<file path="src/rtl/tx_engine_pkg.sv">
// Shared UART definitions for the transmit engine: frame geometry, FSM
// encodings, B8/B9 selection constants and parity/selection helpers.
package tx_engine_pkg;

   localparam int unsigned FRAME_LEN = 11;
   localparam int unsigned K_WIDTH   = 20;
   localparam logic [3:0]  LAST_BIT  = 4'(FRAME_LEN - 1);

   typedef enum logic {
      ST_IDLE  = 1'b0,
      ST_SHIFT = 1'b1
   } tx_state_e;

   typedef enum logic [1:0] {
      BSEL_D7  = 2'd0,
      BSEL_PAR = 2'd1,
      BSEL_ONE = 2'd2
   } bsel_e;

   // Parity over the data bits in use; odd sense inverts the plain XOR.
   function automatic logic parity_bit(input logic [7:0] data, input logic eight,
                                       input logic odd);
      logic [7:0] mask;
      mask = eight ? 8'hFF : 8'h7F;
      return (^(data & mask)) ^ odd;
   endfunction

   function automatic bsel_e b8_sel(input logic eight, input logic pen);
      case ({eight, pen})
         2'b11:   return BSEL_D7;
         2'b10:   return BSEL_D7;
         2'b01:   return BSEL_PAR;
         default: return BSEL_ONE;
      endcase
   endfunction

   function automatic bsel_e b9_sel(input logic eight, input logic pen);
      case ({eight, pen})
         2'b11:   return BSEL_PAR;
         default: return BSEL_ONE;
      endcase
   endfunction

   function automatic logic bsel_pick(input bsel_e sel, input logic d7, input logic par);
      case (sel)
         BSEL_D7:  return d7;
         BSEL_PAR: return par;
         default:  return 1'b1;
      endcase
   endfunction

endpackage

</file>
<file path="src/rtl/tx_engine_if.sv">
// Host-side handshake and serial output bundle for tx_engine.
interface tx_engine_if;
   import tx_engine_pkg::*;

   logic                 LOAD;
   logic [7:0]           OUT_PORT;
   logic                 EIGHT;
   logic                 PEN;
   logic                 OHEL;
   logic [K_WIDTH-1:0]   K;
   logic                 TX;
   logic                 TXRDY;

   modport master (
      output LOAD, OUT_PORT, EIGHT, PEN, OHEL, K,
      input  TX, TXRDY
   );

   modport slave (
      input  LOAD, OUT_PORT, EIGHT, PEN, OHEL, K,
      output TX, TXRDY
   );

endinterface

</file>
<file path="src/rtl/tx_engine_baud_tick.sv">
// Bit-time generator: counts 0..K-1 while enabled and emits a one-cycle
// tick on the last count; held at zero while disabled.
module baud_tick
   import tx_engine_pkg::*;
(
   input  logic               clk,
   input  logic               rst,
   input  logic               en,
   input  logic [K_WIDTH-1:0] K,
   output logic               tick
);

   logic [K_WIDTH-1:0] cnt_q;
   logic [K_WIDTH-1:0] cnt_d;

   // Next count and terminal-count tick.
   always_comb begin
      tick  = 1'b0;
      cnt_d = cnt_q;
      if (!en) begin
         cnt_d = '0;
      end else if (cnt_q == (K - 20'd1)) begin
         tick  = 1'b1;
         cnt_d = '0;
      end else begin
         cnt_d = cnt_q + 20'd1;
      end
   end

   // Counter register.
   always_ff @(posedge clk or negedge rst) begin
      if (!rst) begin
         cnt_q <= '0;
      end else begin
         cnt_q <= cnt_d;
      end
   end

endmodule

</file>
<file path="src/rtl/tx_engine.sv">
// UART transmit engine: latches a byte plus framing options on LOAD and
// shifts out a fixed 11-bit frame, each bit held for K clocks.
module tx_engine
   import tx_engine_pkg::*;
(
   input  logic        clk,
   input  logic        rst,
   tx_engine_if.slave  bus
);

   tx_state_e                state_q, state_d;
   logic                     tx_q, tx_d;
   logic                     rdy_q, rdy_d;
   logic [FRAME_LEN-2:0]     shreg_q, shreg_d;
   logic [3:0]               bit_cnt_q, bit_cnt_d;
   logic [K_WIDTH-1:0]       k_q, k_d;
   logic [FRAME_LEN-1:0]     frame_s;
   logic                     par_s;
   logic                     tick_s;
   logic                     shift_en_s;

   // Frame assembled from the live inputs; only captured on the accept edge.
   always_comb begin
      par_s   = parity_bit(bus.OUT_PORT, bus.EIGHT, bus.OHEL);
      frame_s = {1'b1,
                 bsel_pick(b9_sel(bus.EIGHT, bus.PEN), bus.OUT_PORT[7], par_s),
                 bsel_pick(b8_sel(bus.EIGHT, bus.PEN), bus.OUT_PORT[7], par_s),
                 bus.OUT_PORT[6:0],
                 1'b0};
   end

   assign shift_en_s = (state_q == ST_SHIFT);

   baud_tick u_baud_tick (
      .clk  (clk),
      .rst  (rst),
      .en   (shift_en_s),
      .K    (k_q),
      .tick (tick_s)
   );

   // FSM next state: start bit goes out on the accept edge, later bits on ticks.
   always_comb begin
      state_d   = state_q;
      tx_d      = tx_q;
      rdy_d     = rdy_q;
      shreg_d   = shreg_q;
      bit_cnt_d = bit_cnt_q;
      k_d       = k_q;
      case (state_q)
         ST_IDLE: begin
            if (bus.LOAD) begin
               state_d   = ST_SHIFT;
               tx_d      = frame_s[0];
               rdy_d     = 1'b0;
               shreg_d   = frame_s[FRAME_LEN-1:1];
               bit_cnt_d = 4'd0;
               k_d       = (bus.K == 20'd0) ? 20'd1 : bus.K;
            end else begin
               tx_d  = 1'b1;
               rdy_d = 1'b1;
            end
         end
         ST_SHIFT: begin
            if (tick_s && (bit_cnt_q == LAST_BIT)) begin
               state_d = ST_IDLE;
               tx_d    = 1'b1;
               rdy_d   = 1'b1;
            end else if (tick_s) begin
               bit_cnt_d = bit_cnt_q + 4'd1;
               tx_d      = shreg_q[0];
               shreg_d   = {1'b1, shreg_q[FRAME_LEN-2:1]};
            end else begin
               tx_d = tx_q;
            end
         end
         default: begin
            state_d = ST_IDLE;
            tx_d    = 1'b1;
            rdy_d   = 1'b1;
         end
      endcase
   end

   // State and registered outputs; reset forces the line idle immediately.
   always_ff @(posedge clk or negedge rst) begin
      if (!rst) begin
         state_q   <= ST_IDLE;
         tx_q      <= 1'b1;
         rdy_q     <= 1'b1;
         shreg_q   <= '0;
         bit_cnt_q <= 4'd0;
         k_q       <= '0;
      end else begin
         state_q   <= state_d;
         tx_q      <= tx_d;
         rdy_q     <= rdy_d;
         shreg_q   <= shreg_d;
         bit_cnt_q <= bit_cnt_d;
         k_q       <= k_d;
      end
   end

   assign bus.TX    = tx_q;
   assign bus.TXRDY = rdy_q;

endmodule

</file>
<file path="src/flat_wrapper.sv">
// flat-port wrapper written by rule: the top's interface ports become plain ports
module tx_engine_flat import tx_engine_pkg::*;
  (clk, rst, bus_LOAD, bus_OUT_PORT, bus_EIGHT, bus_PEN, bus_OHEL, bus_K, bus_TX, bus_TXRDY);
  tx_engine_if bus_i ();
  input  logic clk;
  input  logic rst;
  input wire logic [$bits(bus_i.LOAD)-1:0] bus_LOAD;
  input wire logic [$bits(bus_i.OUT_PORT)-1:0] bus_OUT_PORT;
  input wire logic [$bits(bus_i.EIGHT)-1:0] bus_EIGHT;
  input wire logic [$bits(bus_i.PEN)-1:0] bus_PEN;
  input wire logic [$bits(bus_i.OHEL)-1:0] bus_OHEL;
  input wire logic [$bits(bus_i.K)-1:0] bus_K;
  output wire logic [$bits(bus_i.TX)-1:0] bus_TX;
  output wire logic [$bits(bus_i.TXRDY)-1:0] bus_TXRDY;
  assign bus_i.LOAD = bus_LOAD;
  assign bus_i.OUT_PORT = bus_OUT_PORT;
  assign bus_i.EIGHT = bus_EIGHT;
  assign bus_i.PEN = bus_PEN;
  assign bus_i.OHEL = bus_OHEL;
  assign bus_i.K = bus_K;
  assign bus_TX = bus_i.TX;
  assign bus_TXRDY = bus_i.TXRDY;
  tx_engine u_core (.clk(clk), .rst(rst), .bus(bus_i));
endmodule
</file>
<file path="config.mk">
export PLATFORM = sky130hd
export DESIGN_NAME = tx_engine_flat
export DESIGN_NICKNAME = d
export VERILOG_FILES = /design/src/rtl/tx_engine_pkg.sv /design/src/rtl/tx_engine_if.sv /design/src/rtl/tx_engine_baud_tick.sv /design/src/rtl/tx_engine.sv /design/src/flat_wrapper.sv
export SDC_FILE = /design/constraint.sdc
export NUM_CORES = 1
export LEC_CHECK = 0
export BUFFER_PORTS_ARGS = -buffer_cell sky130_fd_sc_hd__buf_2
export CORE_MARGIN = 2
export CORE_UTILIZATION = 45
export DETAILED_ROUTE_END_ITERATION = 10
export HOLD_SLACK_MARGIN = 0.02
export PLACE_DENSITY = 0.61
export SYNTH_ARGS = -nofsm -noshare
export SYNTH_HDL_FRONTEND = slang
export SYNTH_SLANG_ARGS = --single-unit
</file>
<file path="constraint.sdc">
create_clock -name clk -period 4.45 [get_ports clk]
set_input_delay 0.6675 -clock clk [delete_from_list [all_inputs] [get_ports clk]]
set_output_delay 0.6675 -clock clk [all_outputs]
set_load 0.02 [all_outputs]
</file>
==> flow_metrics.env, run 1 <==
export IMPL_status="completed"
export IMPL_required_ps=4710
export IMPL_layout_cells_non_filler=503
export IMPL_drive_gt1_share_pct=17.6
export IMPL_row_count=31
export IMPL_grt_pass1_vias=2663
export IMPL_clock_path_buffers=2
export IMPL_place_hpwl_mm=5.42
export IMPL_drv_slew=0
export IMPL_yosys_top_cells_area="dfrtp_1 40%, nand2_1 7.4%, xnor2_1 7.2%"
export IMPL_grt_pass1_wl_mm=13.1
export IMPL_critPathTopFamily="simple AND/OR/NAND/NOR gates"
export IMPL_mostFrequentLayoutCells="67 x nand2_1, 55 x dfrtp_1, 35 x buf_2, 31 x nor2_1, 28 x xnor2_1"
export IMPL_clkLatencyLatePin_ps=350
export IMPL_nets=437
export IMPL_fillers=695
export IMPL_hp_class="primary input to asynchronous set/reset pin"
export IMPL_max_cap_violations=0
export IMPL_cp_start_kind="flop"
export IMPL_synth_edf_count=0
export IMPL_grt_max_degree=37
export IMPL_fmax_mhz=280
export IMPL_root_buffer="clkbuf_8"
export IMPL_max_slew_margin_pct=47.8
export IMPL_slowest_delay_ps=750
export IMPL_synth_seq_area_share_pct=42.0
export IMPL_cts_num_sinks=57
export IMPL_ir_drop_v=0.000263
export IMPL_n_antenna_cell=0
export IMPL_avgRoutedWirePerCell_um=15.0
export IMPL_worstRegToRegCells=8
export IMPL_hold_violations=0
export IMPL_wl_met2_mm=3.35
export IMPL_start_util_pct=46.6
export IMPL_leakage_nw=1.74
export IMPL_syn_to_final_growth_pct=12.6
export IMPL_powerDensity_nw_per_um2=363
export IMPL_die_h_um=90.9
export IMPL_async_flop_share_pct=100
export IMPL_syn_avg_cell_area_um2=9.24
export IMPL_port_buffers=35
export IMPL_cts_tree="done"
export IMPL_critical_path_buf_inv_count=0
export IMPL_period_share_pct=80.2
export IMPL_drc=0
export IMPL_gp_congestion=0.814
export IMPL_crit_arrival_ps=3830
export IMPL_worst_path_max_delay_cell="or4_1"
export IMPL_die_area_um2=8270
export IMPL_antenna_left=0
export IMPL_routed_top_layer="met4"
export IMPL_yosys_warnings=0
export IMPL_cts_clk_slew_worst_paths_ps=80
export IMPL_ctsHoldBuffers=0
export IMPL_criticalPathCategory="flop to flop"
export IMPL_die_x_um=90.9
export IMPL_crit_path_max_fanout=19
export IMPL_vias=2782
export IMPL_grt_antenna_before_repair=0
export IMPL_rr_endpoint="u_core.u_baud_tick.cnt_q[19]"
export IMPL_synth_seq_cells=57
export IMPL_r2r_slack_ps=880
export IMPL_rsz0062_at_grt="no"
export IMPL_ios=36
export IMPL_netlist_area_um2=3400
export IMPL_postCtsSetupBuffers=0
export IMPL_core_um2=7290
export IMPL_cp_cell_sequence="or4_1 -> nor4_4 -> nand2_1 -> mux2i_1 -> or4_1 -> nand3_2 -> nand2_1 -> nor2_1"
export IMPL_worst_setup_path_end_kind="flop"
export IMPL_syn_nets=406
export IMPL_fin_crit_ps=3570
export IMPL_firstDrtPassIters=4
export IMPL_synth_cells=368
export IMPL_grt_ovfl_total=0
export IMPL_final_common_cell="nand2_1"
export IMPL_viasPerCell=5.53
export IMPL_grtUsageTotal_pct=20.1
export IMPL_cts_inserted_buffers=9
export IMPL_yosysUniqueCellTypes=54
export IMPL_yosysTopAreaCell="dfrtp_1"
export IMPL_tightest_slew_ps=781
export IMPL_m1WireLength_mm=3.67
export IMPL_synth_top_area_share_pct=40.5
export IMPL_placed_cells=487
export IMPL_power_w=0.00139
export IMPL_whs_ps=274
export IMPL_r2r_start="u_core.k_q[2]"
export IMPL_tns_ps=0
export IMPL_cts_htree_levels=3
export IMPL_drtIter0Drc=136
export IMPL_synth_ff_type="dfrtp_1"
export IMPL_wl_mm=7.57
export IMPL_setup_viol=0
export IMPL_ctsResizeCount=0
export IMPL_met3_length_um=377
export IMPL_fin_skew_ps=16.2
## per-layer routing
metal / global-route usage [%] / up-vias
met3: 4.76 / 15
met5: 0 / -
met4: 7.32 / 0
li1: - / 1345
met2: 30.9 / 77
met1: 27.7 / 1345
## cells by family (layout without fill, tap and decap cells)
logic type      after synthesis  in the layout  synth area share (%)
xor+xnor                     49             49                  12.6
simple gates                179            179                  27.3
mux                          20             20                  6.44
buf+inv                      26             62                  3.50
fa+ha+maj                     4              4                  1.47
compound gates               33             33                  6.63
flops                        57             57                  42.0
## layout make-up
cell class | count | area, um2 | area share (%)
Tap cell | 99 | 124 | 3.24
Sequential cell | 57 | 1430 | 37.3
Timing Repair Buffer | 38 | 198 | 5.17
Inverter | 8 | 30.0 | 0.785
Clock buffer | 9 | 124 | 3.24
Clock inverter | 7 | 70.1 | 1.83
Multi-Input combinational cell | 285 | 1850 | 48.4
## worst max path at each step
stage / startpoint / endpoint / slack (ps) / depth (start not counted)
floorplan: u_core.k_q[0] / u_core.shreg_q[1] / 1120 / 12
global placement: u_core.k_q[3] / u_core.shreg_q[4] / 930 / 9
detailed placement: u_core.k_q[2] / u_core.u_baud_tick.cnt_q[19] / 850 / 8
CTS: u_core.k_q[2] / u_core.u_baud_tick.cnt_q[19] / 870 / 8
global route: u_core.k_q[2] / u_core.u_baud_tick.cnt_q[17] / 660 / 8
finish: u_core.k_q[2] / u_core.u_baud_tick.cnt_q[19] / 880 / 8
## power breakdown
part | switching, W | total, W | leakage, nW | internal (W)
Combinational | 0.000130 | 0.000260 | 0.935 | 0.000129
Sequential | 0.0000726 | 0.000640 | 0.704 | 0.000568
Clock | 0.000230 | 0.000488 | 0.0994 | 0.000258
## Yosys cell counts (2+ instances only)
| master | instances |
|---|---|
| nand2_1 | 67 |
| dfrtp_1 | 55 |
| nor2_1 | 31 |
| xnor2_1 | 28 |
| xor2_1 | 21 |
| nor4_1 | 14 |
| clkbuf_1 | 13 |
| nand4_1 | 11 |
| nand3_1 | 9 |
| inv_1 | 8 |
| mux2_1 | 8 |
| o21ai_0 | 8 |
| a21oi_1 | 7 |
| mux2_2 | 7 |
| or4_1 | 7 |
| and3_1 | 6 |
| mux2i_1 | 5 |
| nand2b_1 | 5 |
| ha_1 | 4 |
| nor2b_1 | 4 |
| nor3_1 | 4 |
| nand4b_1 | 3 |
| nor3b_1 | 3 |
| a31oi_1 | 2 |
| a41oi_1 | 2 |
| buf_2 | 2 |
| buf_6 | 2 |
| dfstp_2 | 2 |
| nand3b_1 | 2 |
| o31ai_1 | 2 |
| or2_1 | 2 |
| or3b_2 | 2 |
## state kept, by name (all words and copies together) (netlist names)
signal / count
u_core.shreg_q: 10
u_core.bit_cnt_q: 4
u_core.k_q: 20
u_core.bus.TX: 1
u_core.u_baud_tick.cnt_q: 20
u_core.shift_en_s: 1
u_core.bus.TXRDY: 1
## worst reg2reg max path: stages (launching register included)
cell     delay [ps]
dfrtp_1         510
or4_1           750
nor4_4          430
nand2_1         180
mux2i_1         140
or4_1           590
nand3_2         170
nand2_1         430
nor2_1          260
## per-stage QoR
stage / worst slack (ps) / util [%] / area [um2]
3_5_place_dp: 852 / 49.8 / 3630
3_3_place_gp: 933 / 49.8 / 3630
4_1_cts: 868 / 52.5 / 3830
5_1_grt: 659 / 52.5 / 3830
2_1_floorplan: 1120 / - / 3400
6_report: 881 / 52.5 / 3830
No activity file was read; power rests on OpenSTA's default activity.
==> inputs of run 2 (changes only) <==
--- a/config.mk
+++ b/config.mk
@@ -5,12 +5,13 @@
 export SDC_FILE = /design/constraint.sdc
 export NUM_CORES = 1
 export LEC_CHECK = 0
+export ABC_AREA = 1
 export BUFFER_PORTS_ARGS = -buffer_cell sky130_fd_sc_hd__buf_2
 export CORE_MARGIN = 2
 export CORE_UTILIZATION = 45
 export DETAILED_ROUTE_END_ITERATION = 10
 export HOLD_SLACK_MARGIN = 0.02
-export PLACE_DENSITY = 0.61
+export PLACE_DENSITY = 0.6
 export SYNTH_ARGS = -nofsm -noshare
 export SYNTH_HDL_FRONTEND = slang
 export SYNTH_SLANG_ARGS = --single-unit
==> constraint.sdc (replaced) <==
create_clock -name clk -period 3.7 [get_ports clk]
set_input_delay 0.555 -clock clk [delete_from_list [all_inputs] [get_ports clk]]
set_output_delay 0.555 -clock clk [all_outputs]
set_load 0.02 [all_outputs]
==> run 2 against run 1 <==
  * Synthesized cell count rose by 50%
  * Die area rose by 11%
  * Wire length rose by 17%
  * Register-to-register slack improved by 60 ps
  * Highest routed layer unchanged
  * Critical path depth rose by 6
  * Final cell count rose by 39%
  * Clock-buffer cell count rose by 2
  * Combinational power rose to 3.2 times the previous value
  * Design area rose by 12%
  * Critical path type unchanged
  * Sequential share of layout area fell by 4.1 points
  * Area after synthesis rose by 11%
==> flow_metrics.env, run 2 <==
export IMPL_status="completed"
export IMPL_worstRegToRegCells=14
export IMPL_crit_arrival_ps=3030
export IMPL_cp_cell_sequence="inv_1 -> ha_1 -> nand2_2 -> nor2_2 -> nand2_1 -> clkinv_1 -> nand3_1 -> nand2_1 -> nand3b_4 -> nor2_4 -> nand4_4 -> nand2_2 -> nand2_1 -> nand2_1"
export IMPL_hold_violations=0
export IMPL_synth_common_cells="198 x nand2_1, 67 x inv_1, 63 x nor2_1, 55 x dfrtp_1, 44 x nand3_1"
export IMPL_die_h_um=95.8
export IMPL_vias=3403
export IMPL_final_common_cell="nand2_1"
export IMPL_synth_ff_type="dfrtp_1"
export IMPL_die_x_um=95.8
export IMPL_tns_ps=0
export IMPL_fillers=835
export IMPL_layout_cells_non_filler=700
export IMPL_hp_class="primary input to asynchronous set/reset pin"
export IMPL_synth_seq_area_share_pct=37.7
export IMPL_cts_tree="done"
export IMPL_ctsHoldBuffers=0
export IMPL_grt_pass1_wl_mm=15.1
export IMPL_period_share_pct=74.7
export IMPL_port_buffers=35
export IMPL_leakage_nw=2.33
export IMPL_grt_antenna_before_repair=0
export IMPL_antenna_left=0
export IMPL_synth_edf_count=0
export IMPL_mostFrequentLayoutCells="198 x nand2_1, 67 x inv_1, 63 x nor2_1, 55 x dfrtp_1, 44 x nand3_1"
export IMPL_slowest_delay_ps=380
export IMPL_syn_nets=590
export IMPL_placed_cells=684
export IMPL_ctsResizeCount=0
export IMPL_max_slew_margin_pct=26.6
export IMPL_r2r_slack_ps=940
export IMPL_synth_cells=552
export IMPL_grt_max_degree=50
export IMPL_start_util_pct=46.3
export IMPL_fin_crit_ps=2760
export IMPL_fmax_mhz=362
export IMPL_largestRegisters="u_core.k_q x20, u_core.u_baud_tick.cnt_q x20, u_core.shreg_q x10"
export IMPL_cpMostUsedCell="nand2_1"
export IMPL_gp_congestion=0.876
export IMPL_criticalPathCategory="flop to flop"
export IMPL_r2r_start="u_core.k_q[0]"
export IMPL_cp_start_kind="flop"
export IMPL_rsz0062_at_grt="no"
export IMPL_avgRoutedWirePerCell_um=12.7
export IMPL_synth_top_area_share_pct=36.3
export IMPL_core_um2=8180
export IMPL_viasPerCell=4.86
export IMPL_cts_clk_slew_worst_paths_ps=70
export IMPL_firstDrtPassIters=4
export IMPL_rr_endpoint="u_core.shreg_q[8]"
export IMPL_yosys_warnings=0
export IMPL_grt_ovfl_total=0
export IMPL_drc=0
export IMPL_crit_path_max_fanout=15
export IMPL_required_ps=3960
export IMPL_async_flop_share_pct=100
export IMPL_cts_inserted_buffers=9
export IMPL_place_hpwl_mm=6.97
export IMPL_syn_to_final_growth_pct=13.3
export IMPL_clkLatencyLatePin_ps=330
export IMPL_yosysUniqueCellTypes=31
export IMPL_root_buffer="clkbuf_8"
export IMPL_grt_pass1_vias=3206
export IMPL_powerDensity_nw_per_um2=565
export IMPL_whs_ps=429
export IMPL_utilization_pct=52.5
export IMPL_postCtsSetupBuffers=0
export IMPL_drtIter0Drc=176
export IMPL_cts_htree_levels=3
export IMPL_setup_viol=0
export IMPL_row_count=33
export IMPL_pre_cts_slack_ps=916
export IMPL_nets=628
export IMPL_fin_ws_ps=936
export IMPL_cts_num_sinks=57
export IMPL_clock_path_buffers=2
export IMPL_worst_setup_path_end_kind="flop"
export IMPL_n_antenna_cell=0
export IMPL_drive_gt1_share_pct=12.6
export IMPL_ios=36
export IMPL_max_cap_violations=0
export IMPL_yosysTopAreaCell="dfrtp_1"
export IMPL_yosysMostFrequentCell="nand2_1"
export IMPL_synth_seq_cells=57
export IMPL_tightest_slew_ps=1100
export IMPL_fin_skew_ps=7.08
export IMPL_netlist_area_um2=3790
export IMPL_yosys_top_cells_area="dfrtp_1 36%, nand2_1 20%, inv_1 6.6%"
export IMPL_die_area_um2=9170
export IMPL_ir_drop_v=0.000270
export IMPL_syn_avg_cell_area_um2=6.86
export IMPL_grtUsageTotal_pct=21.5
export IMPL_wl_mm=8.87
export IMPL_worst_path_max_delay_cell="nor2_2"
export IMPL_drv_slew=0
-- run 2: area by class of cell --
type | count | area [um2] | area share, %
tap | 105 | 131 | 3.06
clock buffer | 11 | 151 | 3.53
timing repair buffer | 39 | 205 | 4.78
clock inverter | 5 | 77.6 | 1.81
multi-input combinational | 413 | 2030 | 47.4
inverter | 70 | 263 | 6.12
sequential | 57 | 1430 | 33.3
-- run 2: how the worst max path moves through the flow --
| stage | startpoint | slack [ps] | end |
|---|---|---|---|
| after floorplan | u_core.k_q[0] | 1610 | u_core.u_baud_tick.cnt_q[13] |
| after global placement | u_core.k_q[0] | 1000 | u_core.u_baud_tick.cnt_q[15] |
| after detailed placement | u_core.k_q[0] | 920 | u_core.u_baud_tick.cnt_q[16] |
| after CTS | u_core.k_q[0] | 890 | u_core.u_baud_tick.cnt_q[16] |
| after global routing | u_core.k_q[0] | 650 | u_core.shreg_q[0] |
| final | u_core.k_q[0] | 940 | u_core.shreg_q[8] |
-- run 2: worst max-delay path: cells and delay by family, from the launching register on --
family	cells	cell delay, ps
flops	1	370
buf+inv	2	280
fa+ha+maj	1	240
simple gates	11	1800
-- run 2: kinds of logic after synthesis --
kind of cell             share of synthesized area (%)
flip-flops                                        37.7
AND/OR/NAND/NOR                                   40.5
adder cells (fa/ha/maj)                           1.32
AO/OA/AOI/OAI                                     3.07
XOR/XNOR                                          8.78
buffers and inverters                             8.59
-- run 2: per-stage QoR --
| stage | instance area [um2] | power, W |
|---|---|---|
| after floorplan | 3790 | 0.00155 |
| after global placement | 4060 | 0.00175 |
| after detailed placement | 4060 | 0.00177 |
| after CTS | 4290 | 0.00244 |
| after global routing | 4290 | 0.00263 |
| final | 4290 | 0.00242 |
-- run 2: power breakdown --
group	leakage (nW)	total, W	switching [W]	internal [W]
combinational	1.49	0.000830	0.000514	0.000316
sequential	0.723	0.000931	0.000160	0.000772
clock	0.115	0.000663	0.000249	0.000413
total	2.33	0.00242	0.000923	0.00150
-- run 2: metal layers --
layer	global-route usage, %	vias to the layer above	share of wire, %
met5	0	-	0
met4	5.24	0	0.97
met3	3.76	8	2.6
met2	34.2	48	45
met1	30.6	1563	51
li1	-	1784	-
==> inputs of run 3 (changes only) <==
==> constraint.sdc (replaced) <==
create_clock -name clk -period 2.9 [get_ports clk]
set_input_delay 0.435 -clock clk [delete_from_list [all_inputs] [get_ports clk]]
set_output_delay 0.435 -clock clk [all_outputs]
set_load 0.02 [all_outputs]
==> run 3 against run 2 <==
  * Non-clock buffer count increased by 2
  * Die area is the same
  * Sequential share of layout area increased by 0.11 points
  * Largest power group unchanged
  * Largest cell class unchanged
  * Global-route usage rose by 0.34 points
  * Sequential power up 27%
  * Combinational power grew 30%
  * Sequential cell count did not move
  * First-iteration DRC count is 14% lower
  * Critical path depth down 1
  * Fmax rose by 6.3%
==> flow_metrics.env, run 3 (synthesis results as in run 2) <==
export IMPL_tightest_slew_ps=717
export IMPL_r2r_start="u_core.k_q[0]"
export IMPL_ir_drop_v=0.000451
export IMPL_power_frac_comb_pct=36.1
export IMPL_place_area_um2=4080
export IMPL_cts_num_sinks=57
export IMPL_largestRegisters="u_core.k_q x20, u_core.u_baud_tick.cnt_q x20, u_core.shreg_q x10"
export IMPL_gp_congestion=0.866
export IMPL_crit_path_max_fanout=19
export IMPL_clkLatencyLatePin_ps=330
export IMPL_placed_cells=686
export IMPL_period_share_pct=89.6
export IMPL_tns_ps=0
export IMPL_fin_skew_ps=9.59
export IMPL_cts_inserted_buffers=9
export IMPL_firstDrtPassIters=4
export IMPL_drc=0
export IMPL_required_ps=3100
export IMPL_max_cap_violations=0
export IMPL_die_h_um=95.8
export IMPL_clock_path_buffers=2
export IMPL_grt_ovfl_total=0
export IMPL_utilization_pct=52.3
export IMPL_final_area_um2=4280
export IMPL_nets=630
export IMPL_cts_htree_levels=3
export IMPL_power_w=0.00298
export IMPL_worstRegToRegCells=13
export IMPL_grt_pass1_vias=3292
export IMPL_fmax_mhz=385
export IMPL_viasPerCell=4.81
export IMPL_layout_cells_non_filler=701
export IMPL_crit_arrival_ps=2800
export IMPL_rsz0062_at_grt="no"
export IMPL_powerDensity_nw_per_um2=697
export IMPL_row_count=33
export IMPL_gr_usage_met3_pct=5.25
export IMPL_start_util_pct=46.3
export IMPL_criticalPathCategory="flop to flop"
export IMPL_cts_clk_slew_worst_paths_ps=60
export IMPL_grtUsageTotal_pct=21.8
export IMPL_seq_power_share_pct=39.6
export IMPL_grt_antenna_before_repair=0
export IMPL_drive_gt1_share_pct=12.6
export IMPL_leakage_nw=2.32
export IMPL_mostFrequentLayoutCells="198 x nand2_1, 67 x inv_1, 63 x nor2_1, 55 x dfrtp_1, 44 x nand3_1"
export IMPL_final_common_cell="nand2_1"
export IMPL_r2r_slack_ps=300
export IMPL_drtIter0Drc=152
export IMPL_cts_tree="done"
export IMPL_status="completed"
export IMPL_internal_power_w=0.00183
export IMPL_cp_start_kind="flop"
export IMPL_switching_share_pct=38.8
export IMPL_grt_max_degree=33
export IMPL_port_buffers=35
export IMPL_n_antenna_cell=0
export IMPL_vias=3372
export IMPL_avgRoutedWirePerCell_um=12.6
export IMPL_worst_setup_path_end_kind="flop"
export IMPL_hold_violations=0
export IMPL_fillers=840
export IMPL_fin_crit_ps=2600
export IMPL_die_x_um=95.8
export IMPL_setup_viol=0
export IMPL_rr_endpoint="u_core.u_baud_tick.cnt_q[19]"
export IMPL_switching_power_w=0.00116
export IMPL_drv_slew=0
export IMPL_ios=36
export IMPL_hp_class="primary input to asynchronous set/reset pin"
export IMPL_max_slew_margin_pct=52.2
export IMPL_root_buffer="clkbuf_8"
export IMPL_syn_to_final_growth_pct=12.9
export IMPL_wl_mm=8.87
export IMPL_antenna_left=0
export IMPL_busiest_layer="met2"
export IMPL_die_area_um2=9170
export IMPL_p_clk_share_pct=24.4
export IMPL_grt_pass1_wl_mm=15.2
export IMPL_use_met2_pct=35.7
export IMPL_postCtsSetupBuffers=0
export IMPL_grt_use_met1_pct=29.1
export IMPL_ctsHoldBuffers=0
export IMPL_core_um2=8180
export IMPL_place_hpwl_mm=7.09
==> run 3: power by group through the flow <==
stage / Sequential [W] / Combinational, W / Clock (W)
detailed placement: 0.00119 / 0.00107 / 0
CTS: 0.00118 / 0.00108 / 0.000749
global placement: 0.00119 / 0.00105 / 0
floorplan: 0.00115 / 0.000833 / 0
finish: 0.00118 / 0.00108 / 0.000727
global route: 0.00121 / 0.00125 / 0.000783
==> run 3: how the worst max path moves through the flow <==
stage	start	endpoint	slack [ps]	cells past startpoint
floorplan	u_core.k_q[0]	u_core.u_baud_tick.cnt_q[13]	810	15
global placement	u_core.k_q[0]	u_core.u_baud_tick.cnt_q[19]	290	13
detailed placement	u_core.k_q[0]	u_core.u_baud_tick.cnt_q[19]	140	13
CTS	u_core.k_q[0]	u_core.u_baud_tick.cnt_q[19]	130	13
global route	u_core.k_q[0]	u_core.u_baud_tick.cnt_q[19]	30	13
finish	u_core.k_q[0]	u_core.u_baud_tick.cnt_q[19]	300	13
==> run 3: per-stage QoR <==
stage / setup slack, ps / hold WS, ps
4_1_cts: 129 / 177
6_report: 300 / 159
3_5_place_dp: 143 / 457
5_1_grt: 26.9 / 202
2_1_floorplan: 809 / 139
3_3_place_gp: 295 / 452
==> run 3: what timing repair did <==
action,in CTS,in global routing
endpoints found under the setup margin,0,31
gates resized for setup,0,1
hold endpoints to repair,0,0
==> run 3: critical path, stage by stage (launching register included) <==
cell and delay (ps):
dfrtp_1 370, inv_1 170, ha_1 240, nand2_2 120, nor2_4 260, nand2_1 140, clkinv_1 100, nand3_1 70
nand2_1 140, nand2_1 70, nor2_1 100, nand3_1 210, nand2_2 360, nor2_1 100
==> run 3: per-layer routing <==
layer	wire, um	vias to the layer above
met5	0	-
met4	84	0
met3	353	6
met2	4110	59
met1	4320	1521
li1	-	1786
==> run 3: area by class of cell <==
| cell class | count | area (um2) | area share, % |
|---|---|---|---|
| Sequential cell | 57 | 1430 | 33.4 |
| Timing Repair Buffer | 41 | 220 | 5.15 |
| Tap cell | 105 | 131 | 3.07 |
| Clock buffer | 12 | 155 | 3.63 |
| Clock inverter | 3 | 40.0 | 0.936 |
| Multi-Input combinational cell | 413 | 2040 | 47.7 |
| Inverter | 70 | 263 | 6.14 |
